===== config.mk =====
export PLATFORM = sky130hd
export DESIGN_NAME = load_store_unit
export DESIGN_NICKNAME = d
export VERILOG_FILES = /design/src/rtl/load_store_unit.sv
export SDC_FILE = /design/constraint.sdc
export NUM_CORES = 1
export LEC_CHECK = 0
export ABC_AREA = 1
export BUFFER_PORTS_ARGS = -buffer_cell sky130_fd_sc_hd__buf_2
export CORE_MARGIN = 4
export CORE_UTILIZATION = 57
export CTS_BUF_LIST = sky130_fd_sc_hd__clkbuf_16
export DETAILED_ROUTE_END_ITERATION = 12
export PLACE_DENSITY = 0.95
export SETUP_SLACK_MARGIN = 0.05
export SYNTH_ARGS = -nofsm -noshare
export SYNTH_HDL_FRONTEND = slang
export SYNTH_SLANG_ARGS = --single-unit

===== constraint.sdc =====
create_clock -name clk -period 3.3 [get_ports clk]
set_input_delay 0.33 -clock clk [delete_from_list [all_inputs] [get_ports clk]]
set_output_delay 0.33 -clock clk [all_outputs]
set_load 0.1 [all_outputs]

===== src/rtl/load_store_unit.sv =====
// Memory-stage load/store unit: converts byte-addressed requests into word accesses
// on a combinational-read / posedge-write dmem, with read-modify-write for sub-word stores.
module load_store_unit #(
  parameter int unsigned DEPTH = 32
) (
  input  logic        clk,
  input  logic        rst_n,
  input  logic        req_valid,
  output logic        req_ready,
  input  logic        req_we,
  input  logic [1:0]  req_size,
  input  logic        req_unsigned,
  input  logic [31:0] req_addr,
  input  logic [31:0] req_wdata,
  output logic        resp_valid,
  output logic        resp_err,
  output logic [31:0] resp_rdata,
  output logic        mem_we,
  output logic [31:0] mem_addr,
  output logic [31:0] mem_wdata,
  input  logic [31:0] mem_rdata
);

  localparam logic [1:0] SZ_BYTE = 2'b00;
  localparam logic [1:0] SZ_HALF = 2'b01;
  localparam logic [1:0] SZ_WORD = 2'b10;
  localparam logic [1:0] SZ_RSVD = 2'b11;

  typedef enum logic [2:0] {
    IDLE   = 3'd0,
    ACCESS = 3'd1,
    MERGE  = 3'd2,
    RESP   = 3'd3,
    ERR    = 3'd4
  } state_t;

  state_t      state;
  logic        we_q;
  logic [1:0]  size_q;
  logic        unsigned_q;
  logic [1:0]  lane_q;
  logic [15:0] wdata_q;
  logic [31:0] rdata_q;

  logic        req_err_c;
  logic [7:0]  byte_c;
  logic [15:0] half_c;
  logic [31:0] load_ext_c;
  logic [31:0] merge_c;

  // Reject reserved size, misaligned halves/words and words beyond the memory.
  always_comb begin
    req_err_c = 1'b0;
    if (req_size == SZ_RSVD)
      req_err_c = 1'b1;
    if (req_size == SZ_HALF && req_addr[0])
      req_err_c = 1'b1;
    if (req_size == SZ_WORD && req_addr[1:0] != 2'b00)
      req_err_c = 1'b1;
    if (req_addr[31:2] >= 30'(DEPTH))
      req_err_c = 1'b1;
  end

  // Little-endian lane extraction with optional sign extension.
  always_comb begin
    byte_c     = mem_rdata[{lane_q, 3'b000} +: 8];
    half_c     = mem_rdata[{lane_q[1], 4'b0000} +: 16];
    load_ext_c = mem_rdata;
    case (size_q)
      SZ_BYTE: load_ext_c = {{24{byte_c[7] & ~unsigned_q}}, byte_c};
      SZ_HALF: load_ext_c = {{16{half_c[15] & ~unsigned_q}}, half_c};
      default: load_ext_c = mem_rdata;
    endcase
  end

  // Replace the addressed lane of the current word with the store data.
  always_comb begin
    merge_c = mem_rdata;
    if (size_q == SZ_BYTE)
      merge_c[{lane_q, 3'b000} +: 8] = wdata_q[7:0];
    else
      merge_c[{lane_q[1], 4'b0000} +: 16] = wdata_q[15:0];
  end

  // Control FSM; response outputs are registered one cycle behind RESP/ERR.
  always_ff @(posedge clk or negedge rst_n) begin
    if (!rst_n) begin
      state      <= IDLE;
      we_q       <= 1'b0;
      size_q     <= 2'b00;
      unsigned_q <= 1'b0;
      lane_q     <= 2'b00;
      wdata_q    <= 16'h0000;
      rdata_q    <= 32'h0000_0000;
      req_ready  <= 1'b1;
      resp_valid <= 1'b0;
      resp_err   <= 1'b0;
      resp_rdata <= 32'h0000_0000;
      mem_we     <= 1'b0;
      mem_addr   <= 32'h0000_0000;
      mem_wdata  <= 32'h0000_0000;
    end else begin
      resp_valid <= 1'b0;
      resp_err   <= 1'b0;
      resp_rdata <= 32'h0000_0000;
      mem_we     <= 1'b0;
      case (state)
        IDLE: begin
          if (req_valid) begin
            we_q       <= req_we;
            size_q     <= req_size;
            unsigned_q <= req_unsigned;
            lane_q     <= req_addr[1:0];
            wdata_q    <= req_wdata[15:0];
            rdata_q    <= 32'h0000_0000;
            req_ready  <= 1'b0;
            if (req_err_c) begin
              state <= ERR;
            end else begin
              state    <= ACCESS;
              mem_addr <= {2'b00, req_addr[31:2]};
              // Word stores write straight away during ACCESS.
              if (req_we && req_size == SZ_WORD) begin
                mem_we    <= 1'b1;
                mem_wdata <= req_wdata;
              end
            end
          end
        end
        ACCESS: begin
          if (!we_q) begin
            rdata_q <= load_ext_c;
            state   <= RESP;
          end else if (size_q == SZ_WORD) begin
            state <= RESP;
          end else begin
            mem_we    <= 1'b1;
            mem_wdata <= merge_c;
            state     <= MERGE;
          end
        end
        MERGE: begin
          state <= RESP;
        end
        RESP: begin
          resp_valid <= 1'b1;
          resp_rdata <= rdata_q;
          req_ready  <= 1'b1;
          state      <= IDLE;
        end
        ERR: begin
          resp_valid <= 1'b1;
          resp_err   <= 1'b1;
          req_ready  <= 1'b1;
          state      <= IDLE;
        end
        default: begin
          req_ready <= 1'b1;
          state     <= IDLE;
        end
      endcase
    end
  end

endmodule


==> summary.md, run 1 <==
| Metric | Value |
|---|---|
| Status | finished, final reports clean |
| CTS Buf Count | 17 |
| Most frequent cell after synthesis | nand2_1 |
| Worst reg-to-reg path cell count | 9 |
| Final setup vio count | 0 |
| RR Startpoint | lane_q[1] |
| Worst-margin pin slew | 1150 ps |
| Number of global-route vias before repair | 7561 |
| Peak fanout along the critical path | 37 |
| Reg2reg setup slack | 850 ps |
| Tcrit/Tclk final | 0.741 |
| Top cells by area, synth | dfrtp_1 50%, nand2_1 14%, o21ai_0 5.9% |
| Area leader, netlist | dfrtp_1 |
| Clock Latency Late Sink | 440 ps |
| Final min period | 2450 ps |
| Port bufs | 200 |
| Net Sw Power | 5.23 mW |
| Post-synth EDFFs | 0 |
| Fillcell total | 963 |
| Type of origin of the critical path | flip-flop |
| Die Y | 125 um |
| Post-Synthesis Cells | 1030 |
| WP data required | 3680 ps |
| Hold Crit Class | input port to flip-flop |
| Worst slew margin | 0.228 |
| Reg2reg end | mem_wdata[8] |
| Seq cells post-synth | 155 |
| Largest net degree at the start of global routing | 70 |
| Avg Vias per Cell | 5.66 |
| Initial antenna violation count | 1 |
| Synthesized area | 7770 sq um |
| Sw frac | 0.537 |
| Pwr Density | 1030 nW/um^2 |
| Design area | 9420 sq um |
| Final worst slack | 854 ps |
| Routed vias | 7899 |
| Post-synth top cells | 283 x nand2_1, 154 x dfrtp_1, 120 x nor2_1 |
| Remaining Overflow, GRT | 0 |
| Post-Route WL | 24100 um |
| Pint | 4.51 mW |
| Clock power frac | 0.197 |
| Maximum clock rate | 0.409 GHz |
| Hpwl dp | 16500 um |
| WP data arrival | 2820 ps |
| Sink Count | 155 |
| Worst slack, placed | 972 ps |
| Clk buf depth | 2 |
| DRT Pass-1 Iters | 6 |
| Final Skew | 9.49 ps |
| Final Hold Viols | 0 |
| GRT Total Usage | 0.311 |
| DRC violations left | 0 |
| CP startpoint | lane_q[1] |
| Post-CTS Resized | 0 |
| Post-synthesis sequential area ratio | 0.499 |
| FP Rows | 42 |
| Num ports | 203 |
| First-pass GRT wire length | 38700 um |
| Layout cell share with drive strength beyond 1 | 0.217 |
| Initial core utilization | 0.585 |
| Final nets | 1314 |
| Max H-tree Level | 4 |
| Die ar. | 15600 sq um |
| Clock Pin Slew Worst Setup and Hold Paths | 70 ps |
| Placer Congestion | 0.971 |
| FF+latch area | 3880 sq um |
| Hold WS | 83.4 ps |
| Async set or reset register ratio after synthesis | 1.00 |
| Placeable core area | 13300 sq um |
| Pins Over Slew Limit | 0 |
| Initial DRC count | 1043 |
| Yosys top cell area share | 0.496 |
| WL/cell | 17.3 um |
| Max-cap violations | 0 |
| RSZ-0062 raised after global routing | no |
| Logic pwr share | 0.529 |
| Main flop type after synthesis | dfrtp_1 |
| Synthesis-to-layout area growth | 21.1% |
| Crit path kind | flip-flop to flip-flop |
| Area after DPL | 8830 sq um |
| Final setup TNS | 0 ps |
| Maximum vdd drop | 0.880 mV |
| Setup Buffers After CTS | 0 |
| Worst setup endpoint | mem_wdata[8] |
| Die X | 125 um |
| Routed Antenna Nets | 0 |
| Post-synth cell types | 31 |
| Post-Syn Area per Cell | 7.55 sq um |
| CTS tree | done |
| Yosys warns | 0 |
| Sequential power share | 0.274 |
| CTS Root Cell | clkbuf_16 |
| Leakage | 5.19 nW |
| Worst Setup End Kind | flip-flop |
| Area of the multi-input gates | 3180 sq um |
==> placed cells by master, fill, tap and decap left out, drive strengths merged <==
cell type / instances
nand2: 286
buf: 212
dfrtp: 154
nor2: 124
o21ai: 124
inv: 118
a21oi: 67
nand3: 66
clkbuf: 17
clkinv: 10
o211ai: 6
mux2i: 6
o221ai: 6
ha: 5
nor3: 5
nand4: 4
conb: 2
bufinv: 2
diode: 1
o21a: 1
o311ai: 1
clkinvlp: 1
dlygate4sd3: 1
dfstp: 1
==> worst min path at each step <==
stage / from / cells after the start / slack (ps) / to
final: req_addr[2] / 3 / 80 / mem_addr[0]
after global routing: req_addr[2] / 3 / 80 / mem_addr[0]
after CTS: req_addr[4] / 3 / 70 / mem_addr[2]
after detailed placement: rst_n / 1 / 350 / unsigned_q
after global placement: rst_n / 1 / 350 / resp_rdata[2]
after floorplan: rst_n / 0 / 30 / lane_q[0]
==> kinds of logic (layout without fill, tap and decap cells) <==
kind of cell | count (synthesis) | after routing | synth area share
simple gates | 485 | 485 | 0.255
compound gates | 205 | 205 | 0.138
buf+inv | 173 | 361 | 0.0919
flops | 155 | 155 | 0.499
mux | 6 | 6 | 0.00772
fa+ha+maj | 5 | 5 | 0.00805
other cells | 1 | 3 | 0.000482
==> worst max-delay path, cell delays in order (launching register included) <==
cell and delay (ps):
dfrtp_1 380, inv_1 180, buf_4 380, ha_1 450, nand2_1 240, o21ai_0 220, nand3_1 130, o21ai_0 160
nand3_1 120, nand2_1 120
==> final cells by class <==
type,count,share of cell area
antenna,1,0.000266
timing repair buffer,213,0.119
sequential,155,0.412
tap,176,0.0234
inverter,116,0.0462
clock buffer,17,0.0452
multi-input combinational,703,0.338
clock inverter,15,0.0159
==> through the flow <==
| step | cells | power (mW) | util |
|---|---|---|---|
| 2_1_floorplan | 1031 | 6.66 | - |
| 4_1_cts | 1395 | 9.65 | 0.708 |
| 5_1_grt | 1396 | 10.2 | 0.708 |
| 3_5_place_dp | 1362 | 7.67 | 0.664 |
| 6_report | 1396 | 9.75 | 0.708 |
| 3_3_place_gp | 1362 | 7.56 | 0.664 |
==> registers in the layout, summed over array words and instances (netlist names) <==
name	flops
we_q	1
wdata_q	16
req_ready	1
mem_we	1
lane_q	2
mem_addr	30
state	3
resp_valid	1
resp_rdata	32
size_q	2
resp_err	1
unsigned_q	1
rdata_q	32
mem_wdata	32
==> power by group through the flow <==
stage	Sequential, mW	Combinational [mW]	Clock (mW)
after global routing	2.71	5.50	2.01
after floorplan	4.25	2.41	0
after detailed placement	2.68	5.00	0
after CTS	2.66	5.07	1.93
final	2.67	5.16	1.92
after global placement	2.66	4.90	0
==> routing by layer <==
metal	global-route usage	vias up	routed length, um
met5	0	-	0
met4	0.159	0	1330
met3	0.0746	121	2440
met2	0.503	567	11500
met1	0.391	3596	8840
li1	-	3615	-
==> repair_timing <==
item	4_1_cts	5_1_grt
hold buffers	1	0
endpoints found under the hold margin	62	0
setup endpoints to repair	0	0
(Power assumes the default switching activity.)
==> run 2, diff against run 1 <==
--- a/config.mk
+++ b/config.mk
@@ -5,13 +5,13 @@
 export SDC_FILE = /design/constraint.sdc
 export NUM_CORES = 1
 export LEC_CHECK = 0
-export ABC_AREA = 1
+export ABC_AREA = 0
 export BUFFER_PORTS_ARGS = -buffer_cell sky130_fd_sc_hd__buf_2
 export CORE_MARGIN = 4
-export CORE_UTILIZATION = 57
+export CORE_UTILIZATION = 48
 export CTS_BUF_LIST = sky130_fd_sc_hd__clkbuf_16
 export DETAILED_ROUTE_END_ITERATION = 12
-export PLACE_DENSITY = 0.95
+export PLACE_DENSITY = 0.88
 export SETUP_SLACK_MARGIN = 0.05
 export SYNTH_ARGS = -nofsm -noshare
 export SYNTH_HDL_FRONTEND = slang
==> constraint.sdc (replaced) <==
create_clock -name clk -period 2 [get_ports clk]
set_input_delay 0.2 -clock clk [delete_from_list [all_inputs] [get_ports clk]]
set_output_delay 0.2 -clock clk [all_outputs]
set_load 0.1 [all_outputs]
==> run 2 against run 1 <==
  * Clock skew up 2.5 ps
  * Register-to-register slack worse by 910 ps
  * First-iteration DRC count down 22%
  * Clock power up 61%
  * The flow now finishes with violations (negative setup slack)
  * Largest cell class unchanged
  * Highest routed layer unchanged
  * Setup slack worse by 910 ps
  * Flip-flop and latch count unchanged
  * Combinational power down 73%
  * Sequential share of layout area down 1.6 points
==> summary.md, run 2 <==
| Metric | Value |
|---|---|
| Async set or reset register ratio after synthesis | 1.00 (unchanged) |
| Fillcell total | 1109 (+15%) |
| Post-Synthesis Cells | 665 (-35%) |
| CTS Root Cell | clkbuf_16 |
| Pwr Density | 798 nW/um^2 (-23%) |
| Die ar. | 17600 sq um (+13%) |
| WP depth | 7 (-2) |
| Routed Antenna Nets | 0 (unchanged) |
| WP buf/inv | 2 (unchanged) |
| Most frequent cell after synthesis | dfrtp_1 |
| Leakage | 5.04 nW (-3.0%) |
| DRC violations left | 0 (unchanged) |
| Simple-Gate Fraction of Synth Area | 0.138 (-0.117) |
| Crit path kind | flip-flop to flip-flop |
| Tot Pwr | 7.83 mW (-20%) |
| Post-synth cell types | 43 (+39%) |
| Status | finished, violations left |
| Maximum vdd drop | 0.639 mV (-27%) |
| Top cells by area, synth | dfrtp_1 52%, mux2_2 11%, mux2_1 4.7% |
| Area after DPL | 8840 sq um (+0.16%) |
| XOR/XNOR Fraction of Synth Area | 0 (unchanged) |
| Reg2reg end | mem_wdata[22] |
| Final min period | 2060 ps (-386 ps) |
| Hold Crit Class | input port to flip-flop |
| Worst-margin pin slew | 713 ps (-442 ps) |
| Clock Pin Slew Worst Setup and Hold Paths | 60 ps (about the same) |
| Clk buf depth | 2 (unchanged) |
| Largest regs | mem_wdata: 32 flops, rdata_q: 32 flops, resp_rdata: 32 flops |
| RR Startpoint | lane_q[1] |
| WL/cell | 21.7 um (+26%) |
| Main flop type after synthesis | dfrtp_1 |
| Yosys warns | 0 (unchanged) |
| Clock Latency Late Sink | 430 ps (about the same) |
| CTS tree | done |
| Tcrit/Tclk final | 1.03 (+0.289) |
| Cell chain of the critical path | inv_4 > ha_4 > nor4b_4 > buf_4 > a221oi_1 > o21ai_1 > mux2_1 |
| Failing checks | negative setup slack |
| Final Non-Filler Cells | 1091 (-22%) |
| Final worst slack | -60.0 ps (-914 ps) |
| Crit-path slowest cell | dfrtp_2 |
| Worst Setup End Kind | flip-flop |
| Max H-tree Level | 4 (unchanged) |
| Pins Over Slew Limit | 0 (unchanged) |
| Adder-Cell Fraction of Synth Area | 0.00840 (+0.000353) |
| Largest net degree at the start of global routing | 53 (-24%) |
| CTS Buf Count | 17 (unchanged) |
| Placer Congestion | 0.902 (-7.1%) |
| Final Hold Viols | 0 (unchanged) |
| Area leader, netlist | dfrtp_1 |
| Maximum clock rate | 0.485 GHz (+19%) |
| Synthesized area | 7450 sq um (-4.2%) |
| Worst slack, placed | -229 ps (-1200 ps) |
| Initial DRC count | 816 (-22%) |
| Most common cell after layout, fill and taps aside | buf_2 |
| Synthesis-to-layout area growth | 31.7% |
| WP data required | 2310 ps (-1370 ps) |
| Final Util | 0.646 (-0.0628) |
| Die X | 133 um (+6.2%) |
| Avg Vias per Cell | 5.97 (+5.5%) |
| Hpwl dp | 15400 um (-6.4%) |
| Yosys top cell area share | 0.517 (+0.0217) |
| Routed vias | 6512 (-18%) |
| Worst setup endpoint | mem_wdata[22] |
| Most frequent cells in the layout | 199 x buf_2, 152 x dfrtp_1, 71 x mux2_2 |
| Placeable core area | 15200 sq um (+14%) |
| Post-synth EDFFs | 0 (unchanged) |
| First-pass GRT wire length | 34300 um (-11%) |
| Seq cells post-synth | 155 (unchanged) |
| Post-synth top cells | 154 x dfrtp_1, 71 x mux2_2, 69 x o21ai_0 |
| Largest delay share family, worst path | compound AO/OA/AOI/OAI gates |
| Num ports | 203 (unchanged) |
| Compound-cell area share of the yosys netlist | 0.139 (+0.000993) |
| Mux cell area share after synthesis | 0.159 (+0.151) |
| Largest family of logic cells by synthesized area | multiplexers |
| RSZ-0062 raised after global routing | yes |
| Peak fanout along the critical path | 7 (-81%) |
| Max-cap violations | 0 (unchanged) |
| Hold path start | req_addr[4] |
| Layout cell share with drive strength beyond 1 | 0.430 (+0.213) |
| Max incr delay on CP | 460 ps (about the same) |
| Number of global-route vias before repair | 6310 (-17%) |
| FP Rows | 45 (+7.1%) |
| Port bufs | 200 (unchanged) |
| Number of cells after detailed placement | 1037 (-24%) |
| Worst reg-to-reg path cell count | 7 (-2) |
| Final setup TNS | -160 ps (-160 ps) |
| Post-synthesis sequential area ratio | 0.521 (+0.0219) |
| CP startpoint | lane_q[1] |
| Final setup vio count | 4 (+4) |
| Remaining Overflow, GRT | 0 (unchanged) |
| GRT Total Usage | 0.248 (-0.0634) |
| Design area | 9810 sq um (+4.2%) |
| Initial antenna violation count | 4 (+3) |
| Post-Syn Area per Cell | 11.2 sq um (+48%) |
| Die Y | 133 um (+6.2%) |
| Reg2reg setup slack | -60 ps (-910 ps) |
| Type of origin of the critical path | flip-flop |
| Post-Route WL | 23700 um (-1.8%) |
| Final nets | 996 (-24%) |
| Sink Count | 155 (unchanged) |
| WP data arrival | 2370 ps (-450 ps) |
| DRT Pass-1 Iters | 6 (unchanged) |
| Initial core utilization | 0.490 (-0.0948) |
| Hold WS | 9.56 ps (-73.9 ps) |
| Final Skew | 12.0 ps (+2.50 ps) |
| Worst slew margin | 0.523 (+0.295) |
==> run 2: cell count changes after synthesis, sizes merged, moves of 25 or more <==
cell    before  now
nor2b        0   34
and2         0   33
a21oi       67   13
nor2       124   13
nand2      286   62
a221oi       0   32
inv        115    6
mux2         0  102
a22o         0   25
nand3       66    0
o21ai      124   69
==> run 2: layout make-up <==
cell class | count | area [sq um] | area share
inverters | 9 | 41.3 | 0.00421
diodes | 4 | 10.0 | 0.00102
clock inverters | 13 | 128 | 0.0130
flip-flops and latches | 155 | 3880 | 0.396
clock buffers | 17 | 425 | 0.0434
repair buffers | 253 | 1540 | 0.157
multi-input cells | 452 | 3550 | 0.361
well taps | 188 | 235 | 0.0240
==> run 2: power breakdown <==
| group | switching (mW) | internal, mW | total (mW) |
|---|---|---|---|
| clock network | 1.29 | 1.81 | 3.09 |
| logic | 0.780 | 0.612 | 1.39 |
| registers | 0.132 | 3.21 | 3.34 |
==> run 2: how the worst min path moves through the flow <==
stage	to	slack, ps	cells past startpoint
finish	mem_addr[2]	10	2
detailed placement	mem_addr[16]	180	1
floorplan	lane_q[0]	-100	0
CTS	mem_addr[2]	3	2
global placement	mem_addr[17]	190	1
global route	mem_addr[2]	8	2
==> run 2: worst register-to-register path, cell delays in order, from the launching register on <==
cell and delay [ps]:
dfrtp_2 460, inv_4 130, ha_4 240, nor4b_4 140
buf_4 170, a221oi_1 360, o21ai_1 120, mux2_1 320
==> run 2: cells by family (layout without fill, tap and decap cells) <==
logic type / Yosys count / in the layout
buffers and inverters: 59 / 292
and+or+nand+nor: 187 / 187
other: 1 / 6
muxes: 104 / 104
DFF: 155 / 155
adders and majority gates: 5 / 5
AOI/OAI and AO/OA: 154 / 154
==> run 2: timing repair <==
item / in CTS / in global routing
hold buffers: 3 / 0
resized for setup: 13 / 46
gates cloned: 0 / 2
pin swaps: 3 / 6
hold endpoints to repair: 50 / 0
setup buffers: 6 / 11
setup endpoints to repair: 60 / 50
==> run 2: layer usage <==
metal	part of all wire	track usage	wire length, um	up-vias
li1	-	-	-	2832
met1	0.38	0.316	8940	3108
met2	0.47	0.386	11200	434
met3	0.096	0.0738	2270	138
met4	0.056	0.124	1330	0
met5	0	0	0	-
==> run 3, diff against run 2 <==
--- a/config.mk
+++ b/config.mk
@@ -13,6 +13,8 @@
 export DETAILED_ROUTE_END_ITERATION = 12
 export PLACE_DENSITY = 0.88
 export SETUP_SLACK_MARGIN = 0.05
+export SKIP_LAST_GASP = 1
+export SLEW_MARGIN = 20
 export SYNTH_ARGS = -nofsm -noshare
 export SYNTH_HDL_FRONTEND = slang
 export SYNTH_SLANG_ARGS = --single-unit
==> run 3 against run 2 <==
  * The flow still finishes with violations (negative setup slack)
  * Cell area about the same
  * Sequential power about the same
  * Critical path depth increased by 1
  * Via count decreased by 2.1%
  * Flip-flop and latch count unchanged
  * Sequential share of layout area about the same
  * Total power decreased by 1.1%
  * Utilization about the same
  * Maximum frequency decreased by 2.2%
==> summary.md, run 3 (synthesis gave the netlist of run 2 again) <==
| Metric | Value |
|---|---|
| Hpwl dp | 15400 um (about the same) |
| Clk buf depth | 2 (unchanged) |
| Final Util | 0.645 (about the same) |
| Worst slew margin | 0.516 (-0.00719) |
| Initial antenna violation count | 3 (-1) |
| Worst reg-to-reg path cell count | 8 (+1) |
| Initial DRC count | 609 (-25%) |
| Clock Latency Late Sink | 430 ps (about the same) |
| Pins Over Slew Limit | 0 (unchanged) |
| Hold path depth | 2 (unchanged) |
| Leakage | 5.02 nW (-0.41%) |
| Area of the multi-input gates | 3560 sq um (+0.42%) |
| Hold path start | req_wdata[4] |
| Most common cell after layout, fill and taps aside | buf_2 |
| First-pass GRT wire length | 34800 um (+1.3%) |
| Most frequent cells in the layout | 199 x buf_2, 152 x dfrtp_1, 71 x mux2_2 |
| Num ports | 203 (unchanged) |
| DRC violations left | 0 (unchanged) |
| Remaining Overflow, GRT | 0 (unchanged) |
| Clock power frac | 0.397 (+0.002) |
| Worst-margin pin slew | 724 ps (+10.8 ps) |
| Clock Pin Slew Worst Setup and Hold Paths | 70 ps (about the same) |
| Placeable core area | 15200 sq um (unchanged) |
| Pwr Density | 790 nW/um^2 (-1.0%) |
| Final min period | 2110 ps (+45.6 ps) |
| Final setup vio count | 3 (-1) |
| Layout cell share with drive strength beyond 1 | 0.436 (+0.00576) |
| CTS Root Cell | clkbuf_16 |
| RSZ-0062 raised after global routing | yes |
| Final nets | 990 (-0.60%) |
| CTS tree | done |
| Final Skew | 12.8 ps (+0.849 ps) |
| Number of global-route vias before repair | 6346 (+0.57%) |
| Worst slack, placed | -227 ps (+1.91 ps) |
| Worst Setup End Kind | flip-flop |
| Crit path kind | flip-flop to flip-flop |
| Peak fanout along the critical path | 8 (+1) |
| RR Startpoint | lane_q[1] |
| Fillcell total | 1119 (+0.90%) |
| Sink Count | 155 (unchanged) |
| Routed vias | 6374 (-2.1%) |
| WL/cell | 21.3 um (-1.8%) |
| Worst hold endpoint | wdata_q[4] |
| Maximum vdd drop | 0.633 mV (-0.96%) |
| Largest regs | mem_wdata: 32 flops, rdata_q: 32 flops, resp_rdata: 32 flops |
| Tcrit/Tclk final | 1.05 (+0.0228) |
| Final Non-Filler Cells | 1085 (-0.55%) |
| Avg Vias per Cell | 5.87 (-1.6%) |
| CTS Buf Count | 17 (unchanged) |
| Placer Congestion | 0.902 (unchanged) |
| Sw frac | 0.277 (-0.00426) |
| Reg2reg end | mem_wdata[27] |
| Pint | 5.60 mW (-0.48%) |
| Failing checks | negative setup slack |
| Hold WS | 19.3 ps (+9.74 ps) |
| Final worst slack | -106 ps (-45.6 ps) |
| Number of cells after detailed placement | 1037 (unchanged) |
| Post-Route WL | 23100 um (-2.3%) |
| Logic pwr share | 0.172 (-0.006) |
| DRT Pass-1 Iters | 6 (unchanged) |
| WP data required | 2300 ps (about the same) |
| FP Rows | 45 (unchanged) |
| Port bufs | 200 (unchanged) |
| Die X | 133 um (unchanged) |
| Routed Antenna Nets | 0 (unchanged) |
| Initial core utilization | 0.490 (unchanged) |
| Sequential power share | 0.431 (+0.004) |
| Status | finished, violations left |
| Net Sw Power | 2.14 mW (-2.6%) |
| Maximum clock rate | 0.475 GHz (-2.2%) |
| Reg2reg setup slack | -110 ps (-50 ps) |
| Max H-tree Level | 4 (unchanged) |
| Type of origin of the critical path | flip-flop |
| Final Hold Viols | 0 (unchanged) |
| Die ar. | 17600 sq um (unchanged) |
| Max-cap violations | 0 (unchanged) |
| WP data arrival | 2410 ps (+40 ps) |
| Synthesis-to-layout area growth | 31.7% (about the same) |
| FF+latch area | 3880 sq um (unchanged) |
| Die Y | 133 um (unchanged) |
| GRT Total Usage | 0.251 (+0.00330) |
| Largest net degree at the start of global routing | 53 (unchanged) |
| Hold Crit Class | input port to flip-flop |
run 3: worst max path at each step:
stage	endpoint	startpoint
after floorplan	mem_wdata[10]	state[2]
after global placement	rdata_q[29]	state[0]
after detailed placement	mem_wdata[19]	lane_q[0]
after CTS	mem_wdata[25]	lane_q[1]
after global routing	mem_wdata[27]	lane_q[1]
final	mem_wdata[27]	lane_q[1]
run 3: final cells by class:
cell class | instances | share of cell area
clock inverters | 14 | 0.0134
well taps | 188 | 0.0240
flip-flops and latches | 155 | 0.396
clock buffers | 17 | 0.0434
inverters | 9 | 0.00421
diodes | 3 | 0.000766
repair buffers | 247 | 0.155
multi-input cells | 452 | 0.363
run 3: timing repair:
item	4_1_cts	5_1_grt
cloned	1	2
hold buffers	5	0
endpoints found under the hold margin	52	0
setup buffers	2	4
pin swaps	3	5
gates resized for setup	13	44
endpoints found under the setup margin	47	57
run 3: critical path: stages, from the launching register on:
cell	delay (ps)
dfrtp_2	460
inv_4	120
ha_4	180
buf_4	120
nor4_4	40
buf_4	180
a221oi_2	420
o21ai_0	160
mux2_1	300
run 3: metrics by stage:
stage	setup TNS [ps]	total power, mW	area, sq um
3_3_place_gp	-3010	4.51	8840
3_5_place_dp	-2980	4.54	8850
6_report	-140	7.74	9810
2_1_floorplan	-4020	4.06	7520
4_1_cts	0	7.63	9540
5_1_grt	-245	8.01	9810
run 3: power groups by stage:
stage	sequential (mW)	combinational (mW)	clock, mW
after detailed placement	3.36	1.18	0
after global routing	3.34	1.42	3.25
after floorplan	3.36	0.707	0
final	3.34	1.33	3.07
after CTS	3.31	1.22	3.10
after global placement	3.36	1.15	0
run 3: layer usage:
metal | share of wire | global-route usage
met5 | 0 | 0
met4 | 0.054 | 0.154
met3 | 0.098 | 0.0741
met2 | 0.46 | 0.378
met1 | 0.38 | 0.320
